`src/rtl/uart_tx_ctrl.sv`:
```
// -----------------------------------------------------------------------------
// uart_tx_ctrl
//
// Frame sequencer for the UART transmitter. It latches a parallel byte,
// serializes it LSB first, computes its parity bit, and steers the TX output
// mux so the line carries start, data, optional parity and stop bits in order.
// CLK is the TX bit clock, so every state lasts a whole number of bit periods.
//
// Ports:
//   CLK        in   TX bit clock (one bit period per cycle)
//   RST        in   asynchronous active-low reset
//   P_DATA     in   parallel payload, sampled only when a frame is accepted
//   Data_Valid in   request to send P_DATA
//   PAR_EN     in   1 = append a parity bit (sampled with P_DATA)
//   PAR_TYP    in   0 = even parity, 1 = odd parity (sampled with P_DATA)
//   mux_sel    out  TX mux select: 00 start, 01 stop/idle, 10 data, 11 parity
//   ser_data   out  current payload bit, LSB first
//   par_bit    out  parity bit of the latched payload
//   busy       out  high while a frame is on the line
//
// Handshake: a request is taken when Data_Valid is high at a rising edge while
// the sequencer is in IDLE or STOP. Requests in any other state are dropped,
// not queued. A producer that holds Data_Valid through STOP gets the next
// frame with no idle bit in between, even though busy is still high in STOP.
// -----------------------------------------------------------------------------
module uart_tx_ctrl #(
    parameter int DATA_WIDTH = 8
) (
    input  logic                  CLK,
    input  logic                  RST,
    input  logic [DATA_WIDTH-1:0] P_DATA,
    input  logic                  Data_Valid,
    input  logic                  PAR_EN,
    input  logic                  PAR_TYP,
    output logic [1:0]            mux_sel,
    output logic                  ser_data,
    output logic                  par_bit,
    output logic                  busy
);

    localparam int CNT_W = (DATA_WIDTH > 1) ? $clog2(DATA_WIDTH) : 1;

    typedef enum logic [2:0] {
        IDLE   = 3'd0,
        START  = 3'd1,
        DATA   = 3'd2,
        PARITY = 3'd3,
        STOP   = 3'd4
    } state_t;

    state_t                state;
    state_t                state_next;
    logic [DATA_WIDTH-1:0] shift_reg;
    logic [CNT_W-1:0]      bit_cnt;
    logic                  par_en_q;
    logic                  accept;
    logic                  last_bit;

    assign accept   = Data_Valid && ((state == IDLE) || (state == STOP));
    assign last_bit = (bit_cnt == CNT_W'(DATA_WIDTH - 1));

    // ------------------------------------------------------------------
    // State register
    // ------------------------------------------------------------------
    always_ff @(posedge CLK or negedge RST) begin
        if (!RST) begin
            state <= IDLE;
        end else begin
            state <= state_next;
        end
    end

    // ------------------------------------------------------------------
    // Next-state and Moore output decode
    // ------------------------------------------------------------------
    always_comb begin
        state_next = IDLE;
        mux_sel    = 2'b01;
        busy       = 1'b0;
        case (state)
            IDLE: begin
                mux_sel    = 2'b01;
                busy       = 1'b0;
                state_next = accept ? START : IDLE;
            end
            START: begin
                mux_sel    = 2'b00;
                busy       = 1'b1;
                state_next = DATA;
            end
            DATA: begin
                mux_sel    = 2'b10;
                busy       = 1'b1;
                if (last_bit) begin
                    state_next = par_en_q ? PARITY : STOP;
                end else begin
                    state_next = DATA;
                end
            end
            PARITY: begin
                mux_sel    = 2'b11;
                busy       = 1'b1;
                state_next = STOP;
            end
            STOP: begin
                mux_sel    = 2'b01;
                busy       = 1'b1;
                state_next = accept ? START : IDLE;
            end
            default: begin
                // Unused encodings park the line idle and fall back to IDLE.
                mux_sel    = 2'b01;
                busy       = 1'b0;
                state_next = IDLE;
            end
        endcase
    end

    // ------------------------------------------------------------------
    // Payload datapath: shift register, bit counter, parity, PAR_EN latch.
    // Everything is captured only on an accepted request, so input changes
    // mid-frame cannot corrupt the frame on the line.
    // ------------------------------------------------------------------
    always_ff @(posedge CLK or negedge RST) begin
        if (!RST) begin
            shift_reg <= '0;
            bit_cnt   <= '0;
            par_en_q  <= 1'b0;
            par_bit   <= 1'b0;
        end else if (accept) begin
            shift_reg <= P_DATA;
            bit_cnt   <= '0;
            par_en_q  <= PAR_EN;
            par_bit   <= PAR_TYP ? ~^P_DATA : ^P_DATA;
        end else begin
            case (state)
                START: begin
                    bit_cnt <= '0;
                end
                DATA: begin
                    shift_reg <= shift_reg >> 1;
                    bit_cnt   <= bit_cnt + 1'b1;
                end
                default: begin
                    shift_reg <= shift_reg;
                    bit_cnt   <= bit_cnt;
                end
            endcase
        end
    end

    // The bit on the line is always the LSB; shifting right walks the payload
    // out LSB first.
    assign ser_data = shift_reg[0];

endmodule

```
`config.mk`:
```
export PLATFORM = sky130hd
export DESIGN_NAME = uart_tx_ctrl
export DESIGN_NICKNAME = d
export VERILOG_FILES = /design/src/rtl/uart_tx_ctrl.sv
export SDC_FILE = /design/constraint.sdc
export NUM_CORES = 1
export LEC_CHECK = 0
export ABC_AREA = 1
export CORE_MARGIN = 3
export CORE_UTILIZATION = 30
export DETAILED_ROUTE_END_ITERATION = 8
export PLACE_DENSITY = 0.57
export SLEW_MARGIN = 15
export SYNTH_ARGS = -nofsm -noshare
export SYNTH_HDL_FRONTEND = slang
export SYNTH_SLANG_ARGS = --single-unit
```
`constraint.sdc`:
```
create_clock -name CLK -period 2 [get_ports CLK]
set_input_delay 0.4 -clock CLK [delete_from_list [all_inputs] [get_ports CLK]]
set_output_delay 0.4 -clock CLK [all_outputs]
set_load 0.02 [all_outputs]
```
==> results.py <==
metrics = {
    "run_status": {
        "status": "complete, no violations",
    },
    "global_route": {
        "grt_pass1_wl_um": 3080,
        "grt_max_degree": 17,
        "grt_pass1_vias": 724,
        "antenna_found_initial": 0,
        "overflow": 0,
        "grtUsageTotal_pct": 11.7,
    },
    "route": {
        "postRouteAntennaNets": 0,
        "via_per_inst": 4.60,
        "first_pass_iters": 4,
        "drt_iter0_drc": 19,
        "wire_per_inst_um": 11.1,
        "drc": 0,
        "num_vias": 746,
        "finalWirelength_um": 1800,
    },
    "synthesis": {
        "synth_area_per_cell_um2": 7.87,
        "yosysWarnings": 0,
        "synth-seq-area-share_pct": 46.6,
        "ys_types": 19,
        "synth-seq-cells": 16,
        "syn_inst": 109,
        "synth_nets": 124,
        "synth_area_um2": 858,
    },
    "cts": {
        "clockBufferDepth": 2,
        "htreeDepth": 1,
        "cts_setup_buffers": 0,
        "cts_root_buf": "clkbuf_4",
        "clkTransAtPathRegs_ns": 0.09,
        "hold_buffers": 0,
        "clock_latency_ns": 0.28,
        "cts_num_sinks": 16,
        "cts_tree": "done",
        "cts_buffers": 3,
    },
    "floorplanning": {
        "die_h_um": 59.5,
        "fp-row-count": 18,
        "dieArea_um2": 3540,
        "start_util_pct": 33.1,
        "die_x_um": 59.5,
        "core-area_um2": 2590,
        "io_pins": 18,
    },
    "finish": {
        "drive_gt1_share_pct": 12.9,
        "multi_input_area_um2": 387,
        "nFillCells": 261,
        "area_growth_pct": 31.0,
        "final_nets": 148,
        "layout_commonest_cell": "nand2_1",
        "largest_reg_flops": 8,
        "utilization_pct": 43.4,
        "seq_area_um2": 400,
        "n_antenna_cell": 0,
        "final_cell_mix": "nand2_1 (36), inv_1 (17), dfrtp_1 (16), clkdlybuf4s50_1 (14), nand3_1 (8)",
    },
    "sta": {
        "max_slew_margin_pct": 81.1,
        "whs_ns": 0.418,
        "fin_skew_ns": 0.00558,
        "fin_crit_ns": 1.80,
        "final.setup.worst_slack_ns": 0.197,
        "rsz0062_at_grt": "no",
        "drv_slew": 0,
        "setup_viol": 0,
        "fin_crit_sh_pct": 90.2,
        "tightest_slew_ns": 0.283,
        "max_freq_ghz": 0.555,
        "fin_setup_tns_ns": 0,
        "finalHoldViolCount": 0,
    },
    "power_and_ir_drop": {
        "pwr-share-comb_pct": 47.0,
        "p_per_area_nw_per_um2": 1270,
        "p_leak_uw": 0.000593,
        "swShare_pct": 40.0,
        "p_int_uw": 857,
        "p_sw_uw": 570,
        "clkPwrFrac_pct": 14.6,
        "max-vdd-ir-drop_v": 0.000769,
        "pwr-share-seq_pct": 38.5,
    },
    "worst_setup_path": {
        "cp.arrival_ns": 1.40,
        "rr_worst_depth": 5,
        "timing.rr.start": "state[1]",
        "criticalPathCategory": "reg -> out",
        "start_kind": "register",
        "path_max_fanout": 8,
        "cp_data_required_time_ns": 1.60,
        "cp-end-kind": "output port",
        "timing.rr.end": "bit_cnt[1]",
        "rrSetupSlack_ns": 0.64,
    },
    "min_path": {
        "holdCritPathClass": "in -> async",
    },
    "placement": {
        "dp_hpwl_um": 1450,
        "pre_cts_ws_ns": 0.232,
        "gp_congestion": 0.780,
        "numPortBuffers": 17,
    },
    "job": {
        "maxCapViolations": 0,
    },
}
==> cell usage after synthesis <==
cell / instances / area share, %
nor2_2: 2 / 1.5
nor3_1: 1 / 0.58
inv_2: 1 / 0.44
o211ai_1: 5 / 4.4
o21a_1: 1 / 0.87
o21bai_1: 1 / 0.87
xor2_1: 2 / 2.0
ha_1: 2 / 2.9
dfrtp_1: 16 / 47
o221ai_1: 2 / 2.0
o21ai_0: 3 / 1.7
nand2_1: 36 / 16
inv_1: 18 / 7.9
nand3_2: 1 / 1.2
a22o_2: 2 / 2.3
nand3_1: 8 / 4.7
nand2_2: 2 / 1.5
buf_2: 1 / 0.58
nor2_1: 5 / 2.2
==> area by class of cell <==
class                           count  area share [%]
Inverter                           19            6.34
Sequential cell                    16            35.6
Timing Repair Buffer               20            17.1
Tap cell                           30            3.34
Clock buffer                        4            3.23
Multi-Input combinational cell     73            34.4
==> power groups by stage <==
stage	combinational (µW)	sequential (µW)	clock [µW]
2_1_floorplan	415	559	0
3_3_place_gp	684	550	0
3_5_place_dp	694	551	0
4_1_cts	681	549	219
5_1_grt	754	567	233
6_report	670	549	208
==> timing repair <==
action,4_1_cts,5_1_grt
endpoints found under the hold margin,0,0
endpoints found under the setup margin,2,1
pin swaps,0,0
gates resized for setup,4,1
==> how the worst max path moves through the flow <==
stage	from	endpoint	depth (start not counted)
2_1_floorplan	state[1]	mux_sel[0]	3
3_3_place_gp	state[2]	mux_sel[0]	5
3_5_place_dp	state[2]	mux_sel[0]	5
4_1_cts	state[1]	mux_sel[1]	3
5_1_grt	state[0]	mux_sel[0]	5
6_report	state[2]	mux_sel[0]	5
==> worst max-delay path: stages (launching register included) <==
cell and delay (ns):
dfrtp_1 0.41, inv_1 0.11, nand3_2 0.10, inv_2 0.13, nor2_1 0.05, dlygate4sd2_1 0.32
==> kinds of logic (layout without fill, tap and decap cells) <==
kind of cell / Yosys count / count (layout) / synth area share, %
AOI/OAI and AO/OA: 14 / 14 / 12.2
xor gates and xnor gates: 2 / 2 / 2.04
adders and majority gates: 2 / 2 / 2.91
buffers and inverters: 20 / 43 / 8.89
DFF: 16 / 16 / 46.6
and+or+nand+nor: 55 / 55 / 27.3
==> metal layers <==
metal | vias to the layer above | part of all wire [%] | track usage [%]
met1 | 331 | 44 | 14.1
met3 | 2 | 7.7 | 5.23
li1 | 396 | - | -
met2 | 17 | 47 | 19.0
met5 | - | 0 | 0
met4 | 0 | 1.0 | 2.85
==> through the flow <==
stage	instance area [µm²]	total power, µW	instances
3_3_place_gp	1080	1230	158
2_1_floorplan	858	974	109
3_5_place_dp	1080	1250	158
5_1_grt	1120	1550	162
4_1_cts	1120	1450	162
6_report	1120	1430	162
No activity file was read; power rests on OpenSTA's default activity.
